===== src/rtl/bsg_cgol_readout.sv =====
// -----------------------------------------------------------------------------
// bsg_cgol_readout
//
// Read side of the Game of Life cell array. On a start handshake the whole
// board is copied into a snapshot register, then the snapshot is streamed
// out one row per valid/ready transfer, rows 0..board_height_p-1 in order.
//
// Ports:
//   clk_i          clock, rising edge
//   reset_n_i      asynchronous active-low reset
//   start_v_i      request to snapshot and stream the board
//   start_ready_o  idle, a start will be accepted
//   board_i        live cell states, bit [r*board_width_p + c] = row r, col c
//   v_o            output row valid
//   ready_i        consumer accepts the row when v_o & ready_i
//   data_o         current row, data_o[c] = column c
//   row_o          index of the current row
//   last_o         current row is the final row (qualified by v_o)
//   busy_o         frame in progress
//   done_o         one-cycle pulse after the final row handshake
// -----------------------------------------------------------------------------
module bsg_cgol_readout #(
    parameter int board_width_p  = 8,
    parameter int board_height_p = 8,
    localparam int row_width_lp  = (board_height_p > 1) ? $clog2(board_height_p) : 1
) (
    input  logic                                    clk_i,
    input  logic                                    reset_n_i,
    input  logic                                    start_v_i,
    output logic                                    start_ready_o,
    input  logic [board_width_p*board_height_p-1:0] board_i,
    output logic                                    v_o,
    input  logic                                    ready_i,
    output logic [board_width_p-1:0]                data_o,
    output logic [row_width_lp-1:0]                 row_o,
    output logic                                    last_o,
    output logic                                    busy_o,
    output logic                                    done_o
);

    typedef enum logic {
        IDLE = 1'b0,
        SEND = 1'b1
    } state_e;

    localparam logic [row_width_lp-1:0] last_row_lp = row_width_lp'(board_height_p - 1);

    state_e                                    state_q, state_d;
    logic [board_width_p*board_height_p-1:0]   snap_q,  snap_d;
    logic [row_width_lp-1:0]                   row_q,   row_d;
    logic                                      done_q,  done_d;
    logic                                      last_row;

    assign last_row = (row_q == last_row_lp);

    // NOTE: sequential state uses non-blocking assignments only, so every
    // register samples the values from before this edge.
    // NOTE: the snapshot is reset along with the control state so data_o reads
    // zero out of reset instead of leaking whatever powered up in the flops.
    always_ff @(posedge clk_i or negedge reset_n_i) begin
        if (!reset_n_i) begin
            state_q <= IDLE;
            snap_q  <= '0;
            row_q   <= '0;
            done_q  <= 1'b0;
        end else begin
            state_q <= state_d;
            snap_q  <= snap_d;
            row_q   <= row_d;
            done_q  <= done_d;
        end
    end

    // NOTE: every output of this block gets a default before the case, which
    // is what keeps it purely combinational (no inferred latches).
    always_comb begin
        state_d = state_q;
        snap_d  = snap_q;
        row_d   = row_q;
        done_d  = 1'b0;
        case (state_q)
            IDLE: begin
                if (start_v_i) begin
                    snap_d  = board_i;
                    row_d   = '0;
                    state_d = SEND;
                end
            end
            SEND: begin
                // Start requests arriving here are dropped, not queued.
                if (ready_i) begin
                    if (last_row) begin
                        // Row counter parks on the final row; no wrap.
                        state_d = IDLE;
                        done_d  = 1'b1;
                    end else begin
                        row_d = row_q + row_width_lp'(1);
                    end
                end
            end
        endcase
    end

    // Row select from the snapshot. Driven from registers only, so ready_i
    // never reaches any output combinationally and backpressure holds data.
    always_comb begin
        data_o = '0;
        for (int r = 0; r < board_height_p; r++) begin
            if (row_q == row_width_lp'(r)) begin
                data_o = snap_q[r*board_width_p +: board_width_p];
            end
        end
    end

    assign v_o           = (state_q == SEND);
    assign busy_o        = (state_q == SEND);
    assign start_ready_o = (state_q == IDLE);
    assign row_o         = row_q;
    // Gated so a parked counter (or a 1-row board) does not flag last while idle.
    assign last_o        = (state_q == SEND) && last_row;
    assign done_o        = done_q;

endmodule


===== config.mk =====
export PLATFORM = sky130hd
export DESIGN_NAME = bsg_cgol_readout
export DESIGN_NICKNAME = d
export VERILOG_FILES = /design/src/rtl/bsg_cgol_readout.sv
export SDC_FILE = /design/constraint.sdc
export NUM_CORES = 1
export LEC_CHECK = 0
export BUFFER_PORTS_ARGS = -buffer_cell sky130_fd_sc_hd__buf_2
export CAP_MARGIN = 20
export CORE_ASPECT_RATIO = 2
export CORE_MARGIN = 4
export CORE_UTILIZATION = 53
export CTS_CLUSTER_DIAMETER = 50
export DETAILED_ROUTE_END_ITERATION = 8
export GPL_TIMING_DRIVEN = 0
export PLACE_DENSITY = 0.78
export SLEW_MARGIN = 20
export SYNTH_ARGS = -nofsm -noshare
export SYNTH_HDL_FRONTEND = slang
export SYNTH_SLANG_ARGS = --single-unit

===== constraint.sdc =====
create_clock -name clk_i -period 1.95 [get_ports clk_i]
set_clock_uncertainty 0.1 [all_clocks]
set_input_delay 0 -clock clk_i [delete_from_list [all_inputs] [get_ports clk_i]]
set_output_delay 0 -clock clk_i [all_outputs]
set_load 0.005 [all_outputs]

==> results of run 1 <==
-- what timing repair did --
item                                    4_1_cts  5_1_grt
pin swaps                                    12        8
hold buffers                                 67        0
endpoints found under the setup margin        8        8
endpoints found under the hold margin       138        0
resized for setup                            32       18
buffers inserted                              7        0
-- layer usage --
metal | up-vias | share of wire (%) | global-route usage [%]
met5 | - | 0 | 0
met4 | 0 | 4.6 | 17.5
met3 | 36 | 4.4 | 5.76
met2 | 98 | 59 | 51.4
met1 | 1479 | 32 | 25.7
li1 | 1402 | - | -
-- sequential cells by signal, indices dropped and copies added, names as in the netlist --
signal / flops
done_o: 1
row_o: 3
snap_q: 64
busy_o: 1
-- layout by cell type, fill, tap and decap left out, drive strengths merged, types with 3 or more instances in the layout --
| master | synthesis | final |
|---|---|---|
| clkbuf | 4 | 15 |
| ha | 6 | 6 |
| nand2 | 34 | 34 |
| nand3b | 7 | 7 |
| buf | 18 | 110 |
| a21oi | 23 | 23 |
| o21ai | 22 | 22 |
| inv | 18 | 18 |
| a31oi | 7 | 7 |
| mux2 | 51 | 51 |
| o22ai | 7 | 7 |
| dfrtp | 69 | 69 |
| a221oi | 6 | 6 |
| nor2 | 3 | 3 |
| or3 | 7 | 7 |
| dlygate4sd3 | 0 | 67 |
-- power by group through the flow --
stage / clock, mW / sequential [mW] / combinational (mW)
floorplan: 0 / 2.40 / 2.01
global placement: 0 / 2.49 / 2.76
detailed placement: 0 / 2.52 / 2.84
CTS: 1.79 / 2.52 / 3.50
global route: 1.85 / 2.61 / 4.03
finish: 1.78 / 2.56 / 3.75
-- cell type report --
cell class,instances,area (um2),area share (%)
Sequential cell,69,1730,33.3
Tap cell,84,105,2.02
Clock buffer,12,256,4.94
Multi-Input combinational cell,191,1620,31.3
Clock inverter,4,70.1,1.35
Buffer,22,178,3.42
Inverter,18,67.6,1.30
Timing Repair Buffer,158,1160,22.4
-- per-stage QoR --
step / std cells / setup WS [ns] / TNS, ns / power, mW
2_1_floorplan: 300 / 0.0487 / 0 / 4.41
3_3_place_gp: 467 / -0.453 / -3.17 / 5.25
3_5_place_dp: 468 / -0.494 / -3.46 / 5.36
4_1_cts: 558 / -0.331 / -2.41 / 7.80
5_1_grt: 558 / -0.400 / -2.88 / 8.49
6_report: 558 / -0.326 / -2.38 / 8.08
-- cells by family (layout without fill, tap and decap cells) --
kind of cell               Yosys count  in the layout
AOI/OAI and AO/OA                   73             73
xor gates and xnor gates             1              1
adders and majority gates            6              6
buffers and inverters               40            214
DFF                                 69             69
muxes                               52             52
and+or+nand+nor                     59             59
-- worst paths after layout --
check	start	end	slack, ns	depth (start not counted)
worst max-delay path	row_o[0]$_DFFE_PN0P_	data_o[0]	-0.33	9
worst min-delay path	reset_n_i	snap_q[12]$_DFFE_PN0P_	0.05	2
worst max register to register	busy_o$_DFF_PN0_	snap_q[17]$_DFFE_PN0P_	0.28	5
worst min register to register	snap_q[48]$_DFFE_PN0P_	snap_q[48]$_DFFE_PN0P_	0.40	1
max in group asynchronous	reset_n_i	snap_q[41]$_DFFE_PN0P_	1.16	3
min in group clk_i	board_i[20]	snap_q[20]$_DFFE_PN0P_	0.31	4
==> reports/metrics.cfg, run 1 <==
[die]
placeableCoreArea_um2 = 6110
dieWidth_um = 64.4
die_h_um = 121
num_io_pins = 84
placementRows = 40
dieArea_um2 = 7780
start_util_pct = 55.2

[pwr]
pwr-share-clk_pct = 22.0
power.leakage_nw = 2.39
power_frac_seq_pct = 31.6
vdd_drop_max_mv = 1.26
p_sw_share_pct = 35.7
p_comb_share_pct = 46.4
cellPowerDensity_nw_per_um2 = 1560
internal_power_mw = 5.19
p_sw_mw = 2.89

[logic_synthesis]
synth.avg_cell_area_um2 = 11.2
synth-compound-area-share_pct = 14.0
synthCells = 300
ys_seq_area_share_pct = 51.2
synth_top_family_by_area = multiplexers
synth_top_area_share_pct = 51.2
synth_edf_count = 0
synth_fa_ha_area_share_pct = 2.23
yosys.area_share.xor_xnor_pct = 0.260
syn_area_um2 = 3370
synth-simple-area-share_pct = 8.65
yosysUniqueCellTypes = 37
yosysMostFrequentCell = dfrtp_1
synthTopCellsByCount = dfrtp_1, mux2_2, nand2_1
synth_ff_type = dfrtp_1
synth_nets = 374
yosys-top-cells-area = dfrtp_1, mux2_2, nand2_1, a21oi_1, o21ai_0
ys_warn_count = 0
synth.mux.area_fraction_pct = 17.8
async_flop_share_pct = 100
yosys.area.top_type = dfrtp_1
synth_seq_cells = 69

[final_layout]
finalInstanceArea_um2 = 5190
diodes = 0
final_layout_size_suffix_gt1_share_pct = 43.9
fillCellCount = 313
final_nets = 543
areaGrowthSynthToFinish_pct = 54.0
fin_util_pct = 85.0

[placed_design]
placed_cell_area_um2 = 3910
dp_hpwl_um = 6330
portBuffers = 83
gp_congestion = 0.796

[flow_run]
max_cap_viol_count = 0

[route]
wirelength_um = 10100
drt-initial-drc-count = 222
ant_nets = 0
vias = 3015
vias_per_cell = 5.40
route.detailed.drc = 0
wl_per_cell_um = 18.0
first_pass_iters = 6

[timing]
timing.final.crit_share_pct = 117
fin_crit_ns = 2.28
hold_viol = 0
grt_setup_unrepaired = yes
relSlewSlack_pct = 71.3
maxSlewViolCount = 0
setup_viol = 8
worstMarginPinSlew_ns = 0.431
holdWs_ns = 0.0490
setup_slack_ns = -0.326
fmax_ghz = 0.439

[min_path]
hold_class = in -> async

[clock_tree]
clk_latency_ns = 0.34
path_clk_slew_ns = 0.05
ctsRootBufferMaster = clkbuf_16
clock_path_buffers = 2
cts_tree = yes
h-tree-depth = 3
cts_made_buffers = 9
cts.sinks = 69

[global_routing]
grt_use_total_pct = 27.4
grt_pass1_wl_um = 16000
grt_max_degree = 38
grt_pass1_vias = 3333
grt_remaining_overflow = 0
antenna_found_initial = 0

[setup_path]
critPathTopFamily = compound AO/OA/AOI/OAI gates
critical_path_buf_inv_count = 4
path_max_fanout = 10
cp.arrival_ns = 2.18
cp_cell_sequence = inv_2 > ha_1 > buf_4 > buf_6 > nand3b_1 > a221oi_4 > o22ai_2 > a21oi_2 > buf_2
worstPathRequired_ns = 1.85
path_class = reg -> out
startpoint_type = register
critPathMaxStageDelay_ns = 0.45
cp-end-kind = output port
slowest_stage = dfrtp_2

[status]
violations = negative setup slack
status = finished, violations left

Note: power is estimated with default switching activity, not from simulation.
==> run 2: changes to the inputs <==
Clock period 1.95 ns to 2.3 ns, I/O delays scaled along.
==> run 2 against run 1 <==
Net effect: the flow still finishes with violations (negative setup slack); sequential power shrank 15%; die area unchanged; power down 15%; critical path depth down 1; routed wire length increased by 0.99%; combinational power shrank 15%; first-iteration DRC count shrank 32%; clock-buffer cell count unchanged; sequential share of layout area hardly changed; utilization about the same; via count is 1.3% higher; largest power group unchanged; highest routed layer unchanged.
==> reports/metrics.cfg, run 2 (synthesized netlist as in run 1, its figures left out) <==
[status]
status = finished, violations left
violations = negative setup slack

[timing]
tns_ns = -0.00839
holdWs_ns = 0.0567
setup_slack_ns = -0.00839
setup_viol = 1
hold_viol = 0
worstMarginPinSlew_ns = 0.434
grt_setup_unrepaired = yes
fin_crit_ns = 2.31
timing.final.crit_share_pct = 100
fmax_ghz = 0.433
relSlewSlack_pct = 71.1
maxSlewViolCount = 0

[pwr]
cellPowerDensity_nw_per_um2 = 1320
p_sw_share_pct = 35.8
p_sw_mw = 2.45
finalPower_mw = 6.86
internal_power_mw = 4.41
power.leakage_nw = 2.40
vdd_drop_max_mv = 1.08
power_frac_seq_pct = 31.6
pwr-share-clk_pct = 22.0
p_comb_share_pct = 46.5

[die]
dieArea_um2 = 7780
die_h_um = 121
placementRows = 40
dieWidth_um = 64.4
placeableCoreArea_um2 = 6110
start_util_pct = 55.2
num_io_pins = 84

[placed_design]
dp_hpwl_um = 6330
gp_congestion = 0.796
portBuffers = 83
preCtsSetupSlack_ns = -0.144
dp_cells = 468
placed_cell_area_um2 = 3910

[final_layout]
final_cell_mix = buf_2, dfrtp_1, dlygate4sd3_1, mux2_2, nand2_1
finalInstanceArea_um2 = 5190
fin_util_pct = 85.0
areaGrowthSynthToFinish_pct = 54.0
mostFrequentLayoutCell = buf_2
regMostFlops = snap_q
final_nets = 544
final_layout_size_suffix_gt1_share_pct = 43.4
diodes = 0
fillCellCount = 310
instances_no_fill = 559
largest_register_ffs = 64

[route]
wirelength_um = 10200
first_pass_iters = 4
vias = 3053
ant_nets = 0
vias_per_cell = 5.46
drt-initial-drc-count = 150
wl_per_cell_um = 18.2
route.detailed.drc = 0

[global_routing]
grt_pass1_vias = 3317
grt_use_total_pct = 26.7
grt_max_degree = 38
antenna_found_initial = 0
grt_remaining_overflow = 0
grt_pass1_wl_um = 15600

[setup_path]
r2r_end = row_o[1]$_DFFE_PN0P_
worstPathRequired_ns = 2.20
worst_setup_path_startpoint = row_o[0]$_DFFE_PN0P_
endpoint = data_o[4]
path_max_fanout = 8
path_class = reg -> out
r2r_slack_ns = 0.62
r2r_cells = 6
startpoint_type = register
reg2reg_from = row_o[2]$_DFFE_PN0P_
cp-end-kind = output port
cp.arrival_ns = 2.21

[clock_tree]
clk_latency_ns = 0.33
h-tree-depth = 3
clock_path_buffers = 2
path_clk_slew_ns = 0.05
cts.sinks = 69
cts_made_buffers = 9
ctsRootBufferMaster = clkbuf_16
cts_tree = yes

[min_path]
hold_class = in -> async

[flow_run]
max_cap_viol_count = 0

## run 2: changes by cell type in the layout (fill, tap and decap cells not counted), sizes merged
cell / delta
buf: +1
## run 2: metal layers
layer	routed length, um	GRT usage [%]
met1	3350	25.0
met4	472	16.2
met2	5930	50.8
met3	406	5.30
met5	0	0
## run 2: power groups by stage
stage	registers (mW)	logic [mW]	clock network, mW
6_report	2.17	3.19	1.51
3_3_place_gp	2.11	2.34	0
4_1_cts	2.12	2.90	1.51
2_1_floorplan	2.03	1.71	0
3_5_place_dp	2.13	2.41	0
5_1_grt	2.21	3.44	1.57
## run 2: cell type report
type / instances / area [um2] / area share (%)
repair buffers: 159 / 1170 / 22.5
clock inverters: 4 / 70.1 / 1.35
multi-input cells: 191 / 1620 / 31.2
well taps: 84 / 105 / 2.02
inverters: 18 / 67.6 / 1.30
flip-flops and latches: 69 / 1730 / 33.3
plain buffers: 22 / 178 / 3.42
clock buffers: 12 / 256 / 4.94
## run 2: what timing repair did
item / CTS / global route
setup buffers: 7 / 1
pin swaps: 8 / 10
endpoints found under the hold margin: 138 / 0
endpoints found under the setup margin: 8 / 8
resized for setup: 22 / 25
hold buffers: 67 / 0
## run 2: how the worst min path moves through the flow
stage               cells after the start  slack, ns                     end
finish                                  2       0.06  snap_q[12]$_DFFE_PN0P_
global route                            2       0.08  snap_q[12]$_DFFE_PN0P_
CTS                                     2       0.06  snap_q[61]$_DFFE_PN0P_
detailed placement                      1      -0.13  snap_q[12]$_DFFE_PN0P_
global placement                        3       0.11  snap_q[16]$_DFFE_PN0P_
floorplan                               0      -0.40        busy_o$_DFF_PN0_
## run 2: critical path, cell delays in order (launching register included)
cell      delay, ns
dfrtp_2        0.45
ha_4           0.19
ha_4           0.15
or2_1          0.21
buf_6          0.16
a221oi_4       0.25
o22ai_2        0.15
a21oi_2        0.17
buf_2          0.13
==> run 3: changes to the inputs <==
Settings changed: CORE_UTILIZATION 53 to 57, PLACE_DENSITY 0.78 to 0.83.
Clock period 2.3 ns to 2.75 ns, I/O delays scaled along.
==> run 3 against run 2 <==
Net effect: the flow finishes with violations (negative hold slack); critical endpoint is now data_o[0]; critical path type unchanged; non-clock buffer count is 8 lower; largest power group unchanged; global-route usage is 5.3 points higher; sequential power is 15% lower; sequential share of layout area is 1.8 points higher.
==> reports/metrics.cfg, run 3 (synthesized netlist as in run 1, its figures left out) <==
[pwr]
cellPowerDensity_nw_per_um2 = 1110
finalPower_mw = 5.46
vdd_drop_max_mv = 0.877
power.leakage_nw = 2.31

[clock_tree]
h-tree-depth = 3
cts_tree = yes
ctsRootBufferMaster = clkbuf_16
cts_made_buffers = 9
clock_path_buffers = 2
clk_latency_ns = 0.34
cts.sinks = 69
path_clk_slew_ns = 0.06

[timing]
fin_crit_ns = 2.72
setup_viol = 0
maxSlewViolCount = 0
worstMarginPinSlew_ns = 0.458
relSlewSlack_pct = 69.4
holdWs_ns = -0.00745
timing.final.crit_share_pct = 98.8
hold_viol = 2
fmax_ghz = 0.368

[route]
first_pass_iters = 7
vias = 3265
route.detailed.drc = 0
wirelength_um = 11600
drt-initial-drc-count = 223
vias_per_cell = 6.18
wl_per_cell_um = 21.9
ant_nets = 0

[placed_design]
portBuffers = 83
gp_congestion = 0.868
dp_hpwl_um = 6310

[flow_run]
max_cap_viol_count = 0

[min_path]
hold_class = in -> async

[die]
num_io_pins = 84
start_util_pct = 59.0
die_h_um = 117
placementRows = 39
dieWidth_um = 62.4
dieArea_um2 = 7280
placeableCoreArea_um2 = 5710

[final_layout]
diodes = 0
final_layout_size_suffix_gt1_share_pct = 38.3
mostFrequentLayoutCell = buf_2
largest_register_ffs = 64
regMostFlops = snap_q
final_cell_mix = buf_2, dfrtp_1, dlygate4sd3_1, mux2_2, nand2_1
final_nets = 536
areaGrowthSynthToFinish_pct = 45.9

[setup_path]
worstPathRequired_ns = 2.65
r2r_slack_ns = 0.89
r2r_end = row_o[0]$_DFFE_PN0P_
r2r_cells = 6
cp.arrival_ns = 2.62
path_max_fanout = 10
reg2reg_from = row_o[0]$_DFFE_PN0P_
cp-end-kind = output port
startpoint_type = register
path_class = reg -> out

[status]
status = finished, violations left
violations = negative hold slack

[global_routing]
antenna_found_initial = 0
grtUsageMet3_pct = 8.66
grtUsageMet2_pct = 56.9
grt_use_total_pct = 32.0
grt_pass1_wl_um = 17700
grt-busiest-layer = met2
grt_pass1_vias = 3407
grt_remaining_overflow = 0
grt_max_degree = 46
met1_usage_pct = 32.3

run 3: cell types whose count changed in the layout (fill, tap and decap cells not counted), moves of 4 or more:
cell,change
buf_6,-4
o22ai_1,+4
buf_4,-7
a221oi_4,-4
o22ai_2,-4
a221oi_2,+4
run 3: worst max path at each step:
stage,start,to,slack [ns],depth (start not counted)
after floorplan,row_o[2]$_DFFE_PN0P_,data_o[5],0.85,9
after global placement,row_o[2]$_DFFE_PN0P_,data_o[4],0.38,10
after detailed placement,row_o[2]$_DFFE_PN0P_,data_o[4],0.38,10
after CTS,row_o[2]$_DFFE_PN0P_,data_o[4],0.01,10
after global routing,row_o[2]$_DFFE_PN0P_,data_o[4],-0.0009,10
final,row_o[2]$_DFFE_PN0P_,data_o[0],0.03,10
run 3: area by class of cell:
type,instances,area (um2)
clock inverter,5,75.1
inverter,18,67.6
tap,61,76.3
clock buffer,11,233
fill,272,792
sequential,69,1730
buffer,22,141
timing repair buffer,151,1120
multi-input combinational,191,1480
run 3: through the flow:
stage / instances / setup WS [ns] / utilization [%] / TNS (ns) / area [um2]
2_1_floorplan: 300 / 0.849 / - / 0 / 3370
3_3_place_gp: 444 / 0.381 / 67.7 / 0 / 3860
3_5_place_dp: 445 / 0.375 / 68.2 / 0 / 3890
4_1_cts: 528 / 0.0103 / 85.3 / 0 / 4870
5_1_grt: 528 / -0.000921 / 86.1 / -0.000921 / 4920
6_report: 528 / 0.0327 / 86.1 / 0 / 4920
run 3: critical path, stage by stage, from the launching register on:
cell	delay, ns
dfrtp_2	0.42
buf_6	0.16
inv_1	0.05
buf_2	0.19
ha_2	0.24
or2_1	0.22
clkbuf_4	0.21
a221oi_2	0.26
o22ai_1	0.15
a21oi_1	0.21
buf_2	0.15
run 3: what timing repair did:
item                                    in CTS  in global routing
endpoints found under the setup margin       0                  8
buffers inserted                             0                  0
resized for setup                            0                 12
hold buffers                                67                  0
endpoints found under the hold margin      138                  0
run 3: power by group:
part / total (mW) / internal (mW) / switching, mW
sequential: 1.84 / 1.51 / 0.331
clock: 1.25 / 0.790 / 0.457
combinational: 2.36 / 1.11 / 1.26
total: 5.46 / 3.41 / 2.04
run 3: layer usage:
metal | routed length (um) | vias to the layer above
li1 | - | 1386
met1 | 3790 | 1593
met2 | 6280 | 226
met3 | 807 | 60
met4 | 710 | 0
met5 | 0 | -
